File: src/rtl/phy_tx_sched.sv
// Transmit-side link scheduler for the two-lane PHY.
// Lane 0 and lane 1 share one byte-wide serializer path through round-robin
// arbitration. The block also runs link bring-up: a comma training burst
// comes first, empty slots are filled with comma idles, and a comma is forced
// after a run of data bytes so the receiver keeps its alignment.
module phy_tx_sched #(
  parameter int unsigned SYNC_COUNT  = 4,      // commas sent in SYNC (1..255)
  parameter int unsigned SKIP_PERIOD = 16,     // max data run before a forced comma; 0 disables
  parameter logic [7:0]  COMMA       = 8'hBC   // K-character for sync, idle and skip slots
) (
  input  logic       clk_8f,
  input  logic       reset,
  input  logic       enable,
  input  logic [7:0] data_in_0,
  input  logic       valid_in_0,
  output logic       ready_out_0,
  input  logic [7:0] data_in_1,
  input  logic       valid_in_1,
  output logic       ready_out_1,
  input  logic       ser_ready,
  output logic [7:0] ser_data,
  output logic       ser_valid,
  output logic       ser_k,
  output logic       ser_lane,
  output logic [1:0] link_state,
  output logic       sync_done
);

  localparam int unsigned        SKIP_W    = (SKIP_PERIOD < 2) ? 1 : $clog2(SKIP_PERIOD + 1);
  localparam logic [SKIP_W-1:0]  SKIP_MAX  = SKIP_W'(SKIP_PERIOD);
  localparam logic [SKIP_W-1:0]  SKIP_SAT  = '1;
  localparam logic [7:0]         SYNC_LAST = 8'(SYNC_COUNT - 1);

  typedef enum logic [1:0] {
    ST_IDLE   = 2'd0,
    ST_SYNC   = 2'd1,
    ST_ACTIVE = 2'd2
  } state_t;

  // What the output register is filled with on a load cycle.
  typedef enum logic [1:0] {
    SLOT_NONE,
    SLOT_COMMA,
    SLOT_LANE
  } slot_t;

  state_t              state;
  state_t              state_nxt;
  slot_t               slot;
  logic                grant;       // lane chosen when slot == SLOT_LANE
  logic                last_grant;  // lane served by the most recent grant
  logic [7:0]          sync_cnt;
  logic [SKIP_W-1:0]   skip_cnt;
  logic                load;
  logic                skip_due;

  // The single output entry may be refilled when it is empty or being drained.
  assign load     = ~ser_valid | ser_ready;
  assign skip_due = (SKIP_PERIOD != 0) && (skip_cnt == SKIP_MAX);

  // State register.
  always_ff @(posedge clk_8f) begin
    // NOTE: sequential state is always written with non-blocking assignments,
    // so every flop samples values from before the edge regardless of block order.
    if (reset) state <= ST_IDLE;
    else       state <= state_nxt;
  end

  // Next-state logic: enable low forces the link down from any state.
  always_comb begin
    // NOTE: assign a default first so every path drives the signal and no latch is inferred.
    state_nxt = state;
    if (!enable) begin
      state_nxt = ST_IDLE;
    end else begin
      case (state)
        ST_IDLE:   state_nxt = ST_SYNC;
        ST_SYNC:   if (load && (sync_cnt == SYNC_LAST)) state_nxt = ST_ACTIVE;
        ST_ACTIVE: state_nxt = ST_ACTIVE;
        default:   state_nxt = ST_IDLE;
      endcase
    end
  end

  // Slot selection: training comma, forced skip, round-robin grant or idle comma.
  always_comb begin
    slot  = SLOT_NONE;
    grant = 1'b0;
    if (enable && load) begin
      case (state)
        ST_SYNC: slot = SLOT_COMMA;
        ST_ACTIVE: begin
          if (skip_due) begin
            slot = SLOT_COMMA;
          end else if (valid_in_0 || valid_in_1) begin
            slot  = SLOT_LANE;
            // On a tie the lane not served last wins; otherwise the only requester.
            grant = (valid_in_0 && valid_in_1) ? ~last_grant : valid_in_1;
          end else begin
            slot = SLOT_COMMA;
          end
        end
        default: slot = SLOT_NONE;
      endcase
    end
  end

  assign ready_out_0 = ~reset & (slot == SLOT_LANE) & ~grant;
  assign ready_out_1 = ~reset & (slot == SLOT_LANE) &  grant;
  assign link_state  = state;
  assign sync_done   = (state == ST_ACTIVE);

  // Training, skip and arbitration bookkeeping.
  always_ff @(posedge clk_8f) begin
    if (reset) begin
      sync_cnt   <= 8'd0;
      skip_cnt   <= '0;
      last_grant <= 1'b1;
    end else if (!enable || (state == ST_IDLE)) begin
      // Leaving or sitting in IDLE: the next bring-up starts a full burst.
      sync_cnt <= 8'd0;
      skip_cnt <= '0;
    end else if (state == ST_SYNC) begin
      if (slot == SLOT_COMMA) sync_cnt <= sync_cnt + 8'd1;
    end else if (slot == SLOT_LANE) begin
      last_grant <= grant;
      if (skip_cnt != SKIP_SAT) skip_cnt <= skip_cnt + SKIP_W'(1);
    end else if (slot == SLOT_COMMA) begin
      // Forced skip and idle comma both restart the data run.
      skip_cnt <= '0;
    end
  end

  // Output register: load the chosen slot, or go empty when nothing is produced.
  always_ff @(posedge clk_8f) begin
    if (reset) begin
      ser_valid <= 1'b0;
      ser_data  <= 8'h00;
      ser_k     <= 1'b0;
      ser_lane  <= 1'b0;
    end else if (load) begin
      ser_valid <= (slot != SLOT_NONE);
      if (slot == SLOT_COMMA) begin
        ser_data <= COMMA;
        ser_k    <= 1'b1;
        ser_lane <= 1'b0;
      end else if (slot == SLOT_LANE) begin
        ser_data <= grant ? data_in_1 : data_in_0;
        ser_k    <= 1'b0;
        ser_lane <= grant;
      end
    end
  end

endmodule

File: config.mk
export PLATFORM = sky130hd
export DESIGN_NAME = phy_tx_sched
export DESIGN_NICKNAME = d
export VERILOG_FILES = /design/src/rtl/phy_tx_sched.sv
export SDC_FILE = /design/constraint.sdc
export NUM_CORES = 1
export LEC_CHECK = 0
export CORE_AREA = 2 2 59 61
export DETAILED_ROUTE_END_ITERATION = 10
export DIE_AREA = 0 0 61 63
export GPL_TIMING_DRIVEN = 1
export PLACE_DENSITY = 0.88
export SLEW_MARGIN = 20
export SYNTH_ARGS = -nofsm -noshare
export SYNTH_HDL_FRONTEND = slang
export SYNTH_SLANG_ARGS = --single-unit
File: constraint.sdc
create_clock -name clk_8f -period 2.5 [get_ports clk_8f]
set_input_delay 0.375 -clock clk_8f [delete_from_list [all_inputs] [get_ports clk_8f]]
set_output_delay 0.375 -clock clk_8f [all_outputs]
set_load 0.01 [all_outputs]
==> reports/metrics.yaml, run 1 <==
final_layout:
  n_antenna_cell: 0
  multi_input_area_um2: 907
  final_util_pct: 62.1
  fill_cells: 277
  drive_gt1_share_pct: 16.1
  fin_nets: 241
  instances_no_fill: 257
  final_area_um2: 2010
  area_growth_syn_to_layout_pct: 30.8
  seq_area_um2: 546
placement:
  place_area_um2: 1970
  dpl.hpwl_mm: 2.61
  placed_cells: 253
  gp_congestion: 0.873
  portBuffers: 37
global_route:
  grt_pass1_vias: 1358
  antenna_found_initial: 0
  grt.total_usage_pct: 19.6
  grt_pass1_wl_mm: 5.83
  grt_max_degree: 16
  gr-total-overflow: 0
power:
  sw_frac_of_total_pct: 25.1
  p_int_uw: 559
  power_leakage_nw: 0.691
  p_switching_uw: 188
  ir_drop_uv: 249
  p_per_area_nw_per_um2: 372
  p_comb_share_pct: 15.3
  power_frac_seq_pct: 58.9
  clock_power_share_pct: 25.9
routing:
  vias: 1415
  remaining_drc_errors: 0
  drt-total-wl_mm: 3.42
  drtAntennaViolNets: 0
  wl_per_cell_um: 13.3
  via_per_inst: 5.51
  drt-pass1-iter-count: 4
  drtIter0Drc: 49
die:
  boundaryPins: 38
  die_w_um: 61
  start_util_pct: 47.5
  core.rowCount: 21
  core_um2: 3230
  dieArea_um2: 3840
  fp.dieH_um: 63
synth:
  seq_area_frac_synth_pct: 35.2
  ys_ff_latch: 27
  synth_mux_area_share_pct: 8.56
  synthXorXnorAreaFrac_pct: 0.571
  postSynthAreaPerCell_um2: 9.13
  netlist_area_um2: 1530
  yosys.cell_types.count: 43
  synth-simple-area-share_pct: 25.6
  async_flop_share_pct: 0
  synth_compound_area_share_pct: 18.2
  synth_top_family_by_area: "simple AND/OR/NAND/NOR gates"
  synth_edf_count: 0
  yosys.area_share.adder_pct: 5.71
  yosysWarnings: 0
  synthCells: 168
  ys.flop_type: "dfxtp_1"
  syn_nets: 197
clock_tree:
  post_cts_buffers: 0
  htree_levels: 1
  cts_tree: "yes"
  clk_pin_slew_worst_paths_ns: 0.15
  insertion_delay_ns: 0.33
  cts_num_sinks: 27
  cts_buffer_depth: 2
  cts_root_buf: "clkbuf_4"
  cts_buffers: 3
sta:
  slew_headroom_pct: 70.4
  period_needed_ns: 2.34
  fin_skew_ns: 0.00220
  fin_crit_sh_pct: 93.7
  rsz0062_at_grt: "no"
  finalSetupTns_ns: 0
  max_clock_freq_mhz: 427
  tightest_slew_ns: 0.442
  hold_viol: 0
  setup_viol: 0
  drv_slew: 0
critical_path:
  slowest_delay_ns: 0.49
  crit_path_end_kind: "primary output"
  cp.arrival_ns: 1.97
  critPathSlowestCell: "clkdlybuf4s50_1"
  cp_cell_sequence: "clkdlybuf4s50_1, a21bo_2, nor4_4, buf_6, nor2_1, dlygate4sd2_1"
  worst-path-buf-inv: 3
  crit_type: "input port to primary output"
  cp.required_ns: 2.12
  critPathMaxFanout: 10
  cp-start-kind: "input port"
  cp_top_family: "buffers and inverters"
hold_path:
  hp-class: "flip-flop to flip-flop"
job:
  cap_violations: 0
status:
  status: "complete, no violations"
[power groups by stage]
stage | clock network (mW) | logic (mW) | registers, mW
floorplan | 0 | 0.0507 | 0.450
global placement | 0 | 0.110 | 0.448
detailed placement | 0 | 0.111 | 0.448
CTS | 0.195 | 0.113 | 0.439
global route | 0.215 | 0.124 | 0.440
finish | 0.193 | 0.114 | 0.439
[routing by layer]
metal	vias up	routed length, um	GRT usage [%]
li1	712	-	-
met1	653	1490	23.9
met2	44	1710	31.6
met3	6	176	5.18
met4	0	49	8.70
met5	-	0	0
[Yosys cell counts, types with 2 or more instances]
cell type	number	share of area, %
a21oi_1	15	4.9
or3_2	2	0.98
or3_4	2	1.5
or4_1	3	1.5
nor2_1	9	2.2
and3_1	2	0.82
o211ai_1	2	0.98
nor3_1	5	1.6
o21ai_0	4	1.3
a21bo_2	2	1.3
a211oi_1	6	2.9
nand4_1	2	0.82
or2_2	2	0.82
a31oi_1	2	0.82
o31ai_1	2	0.98
buf_6	5	3.7
inv_1	8	2.0
dfxtp_1	27	35
nand3_1	8	2.6
nor4b_1	2	1.1
clkbuf_1	2	0.49
a22o_1	3	1.7
o22ai_1	4	1.6
ha_1	7	5.7
mux2i_1	12	7.8
nand2_1	11	2.7
or3_1	3	1.2
[registers in the layout (all words and copies together) (netlist names)]
signal	flops
last_grant	1
link_state	2
ser_data	8
ser_k	1
ser_lane	1
ser_valid	1
skip_cnt	5
sync_cnt	8
[path summary, 6_finish.rpt]
kind / start / end / slack [ns] / cells after the start
setup / recovery: valid_in_1 / ready_out_0 / 0.16 / 6
hold / removal: ser_data[0] / ser_data[0] / 0.47 / 2
setup reg to reg: link_state[0] / sync_cnt[7] / 0.38 / 7
hold reg to reg: ser_data[0] / ser_data[0] / 0.47 / 2
[cell families after synthesis]
| logic type | count (synthesis) |
|---|---|
| simple gates | 62 |
| mux | 13 |
| fa+ha+maj | 7 |
| xor+xnor | 1 |
| flops | 27 |
| buf+inv | 15 |
| compound gates | 43 |
[tightest hold or removal path: stages (launching register included)]
cell and delay (ns):
dfxtp_1 0.34, nand2_1 0.05, o22ai_1 0.06
[cells in the final DEF, fill, tap and decap left out, types with 4 or more instances in the layout]
| cell type | n |
|---|---|
| ha_1 | 6 |
| dfxtp_1 | 23 |
| nor3_1 | 4 |
| a21oi_1 | 15 |
| nand2_1 | 11 |
| o22ai_1 | 4 |
| nor2_1 | 9 |
| nand3_1 | 8 |
| o21ai_0 | 4 |
| mux2i_1 | 12 |
| clkdlybuf4s50_1 | 35 |
| inv_1 | 8 |
| a211oi_1 | 6 |
| buf_4 | 8 |
| dfxtp_2 | 4 |
[through the flow]
stage | worst slack [ns] | hold slack (ns) | total power, mW
after global routing | 0.0221 | 0.500 | 0.779
after global placement | 0.0579 | 0.453 | 0.558
after detailed placement | 0.0529 | 0.461 | 0.559
final | 0.157 | 0.473 | 0.746
after CTS | 0.146 | 0.476 | 0.747
after floorplan | 0.519 | 0.444 | 0.500
[what timing repair did]
item,4_1_cts,5_1_grt
hold buffers,0,0
endpoints found under the hold margin,0,0
endpoints found under the setup margin,2,0
resized for setup,9,0
[final cells by class]
type,count,share of cell area [%]
Multi-Input combinational cell,126,45.2
Sequential cell,27,27.2
Timing Repair Buffer,46,21.9
Tap cell,46,2.87
Inverter,8,1.50
Clock buffer,3,1.12
Clock inverter,1,0.249
Note: power is estimated with default switching activity, not from simulation.
==> run 2: changes to the inputs <==
SLEW_MARGIN = 40   (was 20)
==> results of run 2 <==
The final DEF is identical to that of run 1; final timing and power are the same.
==> run 3: changes to the inputs <==
PLACE_DENSITY = not set   (was 0.88)
PLACE_DENSITY_LB_ADDON = 0.08   (was not set)
==> reports/metrics.yaml, run 3 (synthesis results as in run 1) <==
status:
  status: "complete, no violations"
critical_path:
  worst-path-buf-inv: 3
  cp-start-kind: "flip-flop"
  crit_type: "flip-flop to primary output"
  cp.required_ns: 2.12
  critPathSlowestCell: "dfxtp_2"
  slowest_delay_ns: 0.37
  critPathMaxFanout: 7
  cp.arrival_ns: 1.98
  timing.rr.start: "link_state[0]"
  cp_cell_sequence: "inv_1, ha_1, and4bb_4, nor4_4, buf_6, nor2_1, dlygate4sd2_1"
  crit_path_end_kind: "primary output"
  cp_top_family: "simple AND/OR/NAND/NOR gates"
  r2r_slack_ns: 0.36
  reg2regPathDepth: 7
  r2r-end: "sync_cnt[7]"
routing:
  drtIter0Drc: 79
  drt-total-wl_mm: 3.64
  wl_per_cell_um: 13.8
  via_per_inst: 5.53
  remaining_drc_errors: 0
  drt-pass1-iter-count: 4
  drtAntennaViolNets: 0
  vias: 1461
die:
  dieArea_um2: 3840
  start_util_pct: 47.5
  die_w_um: 61
  core_um2: 3230
  fp.dieH_um: 63
  core.rowCount: 21
  boundaryPins: 38
placement:
  gp_congestion: 0.804
  portBuffers: 37
  dp_slack_ns: 0.0460
  dpl.hpwl_mm: 2.84
clock_tree:
  cts_buffer_depth: 2
  htree_levels: 1
  cts_buffers: 3
  insertion_delay_ns: 0.33
  cts_root_buf: "clkbuf_4"
  cts_tree: "yes"
  clk_pin_slew_worst_paths_ns: 0.15
  cts_num_sinks: 27
hold_path:
  hold_start: "ser_data[6]"
  holdPathStages: 2
  hp-class: "flip-flop to flip-flop"
  min_to: "ser_data[6]"
global_route:
  grt.total_usage_pct: 21.0
  grt_max_degree: 16
  gr-total-overflow: 0
  grt_pass1_wl_mm: 6.33
  antenna_found_initial: 0
  grt_pass1_vias: 1428
final_layout:
  fin_nets: 248
  mostFrequentLayoutCell: "clkdlybuf4s50_1"
  fill_cells: 313
  area_growth_syn_to_layout_pct: 33.8
  final_cell_mix: "35 x clkdlybuf4s50_1, 25 x dfxtp_1, 15 x a21oi_1, 15 x buf_4, 12 x mux2i_1"
  reg_top3: "ser_data x8, sync_cnt x8, skip_cnt x5"
  n_antenna_cell: 0
  drive_gt1_share_pct: 17.0
sta:
  max_clock_freq_mhz: 424
  drv_slew: 0
  slew_headroom_pct: 71.1
  period_needed_ns: 2.36
  rsz0062_at_grt: "no"
  setup_viol: 0
  fin_crit_sh_pct: 94.4
  hold_viol: 0
  fin_skew_ns: 0.00502
  tightest_slew_ns: 0.431
  finalSetupTns_ns: 0
  setup_ws_ns: 0.141
power:
  p_per_area_nw_per_um2: 364
  ir_drop_uv: 297
  power_leakage_nw: 0.727
job:
  cap_violations: 0
[run 3: changes by cell type in the layout (fill, tap and decap cells not counted)]
cell,previous run,this run
ha_1,6,7
dfxtp_2,4,2
ha_2,1,0
buf_4,8,15
dfxtp_1,23,25
clkinv_2,1,0
clkbuf_1,0,1
[run 3: timing repair]
item / CTS / global route
gates resized for setup: 6 / 0
hold buffers: 0 / 0
buffers inserted: 0 / 5
setup endpoints to repair: 2 / 1
pin swaps: 0 / 0
[run 3: how the worst max path moves through the flow]
stage,startpoint,end,slack (ns),depth (start not counted)
floorplan,link_state[0],ready_out_0,0.52,7
global placement,valid_in_1,ready_out_0,0.08,6
detailed placement,valid_in_1,ready_out_0,0.05,6
CTS,skip_cnt[0],ready_out_0,0.06,7
global route,skip_cnt[0],ready_out_0,0.008,7
finish,skip_cnt[0],ready_out_0,0.14,7
[run 3: metal layers]
metal | wire [um] | global-route usage, %
met4 | 70 | 7.88
met1 | 1670 | 27.1
met5 | 0 | 0
met2 | 1790 | 34.4
met3 | 116 | 3.31
[run 3: per-stage QoR]
stage	hold slack (ns)	power (mW)	cells	instance area [um^2]	util (%)
after global placement	0.455	0.560	255	1980	61.3
after detailed placement	0.472	0.562	255	1980	61.3
after floorplan	0.444	0.500	168	1530	-
final	0.493	0.748	264	2050	63.5
after global routing	0.518	0.788	264	2050	63.5
after CTS	0.494	0.752	259	2020	62.4
[run 3: cell type report]
cell class | count | area [um^2] | area share, %
multi-input cells | 126 | 905 | 44.1
flip-flops and latches | 27 | 543 | 26.4
repair buffers | 53 | 492 | 23.9
well taps | 46 | 57.6 | 2.80
inverters | 8 | 30.0 | 1.46
clock buffers | 4 | 26.3 | 1.28
[run 3: report_power, final]
group          leakage [nW]  switching (mW)  internal (mW)
Clock                0.0150           0.131         0.0626
Combinational         0.493          0.0516         0.0643
Sequential            0.219         0.00349          0.435
Total                 0.727           0.186          0.562
[run 3: worst register-to-register path, stage by stage, from the launching register on]
cell and delay (ns):
dfxtp_1 0.41, inv_1 0.09, ha_1 0.33, nand2_1 0.09, buf_4 0.17, or3_2 0.46, nor4_2 0.32, mux2i_1 0.21
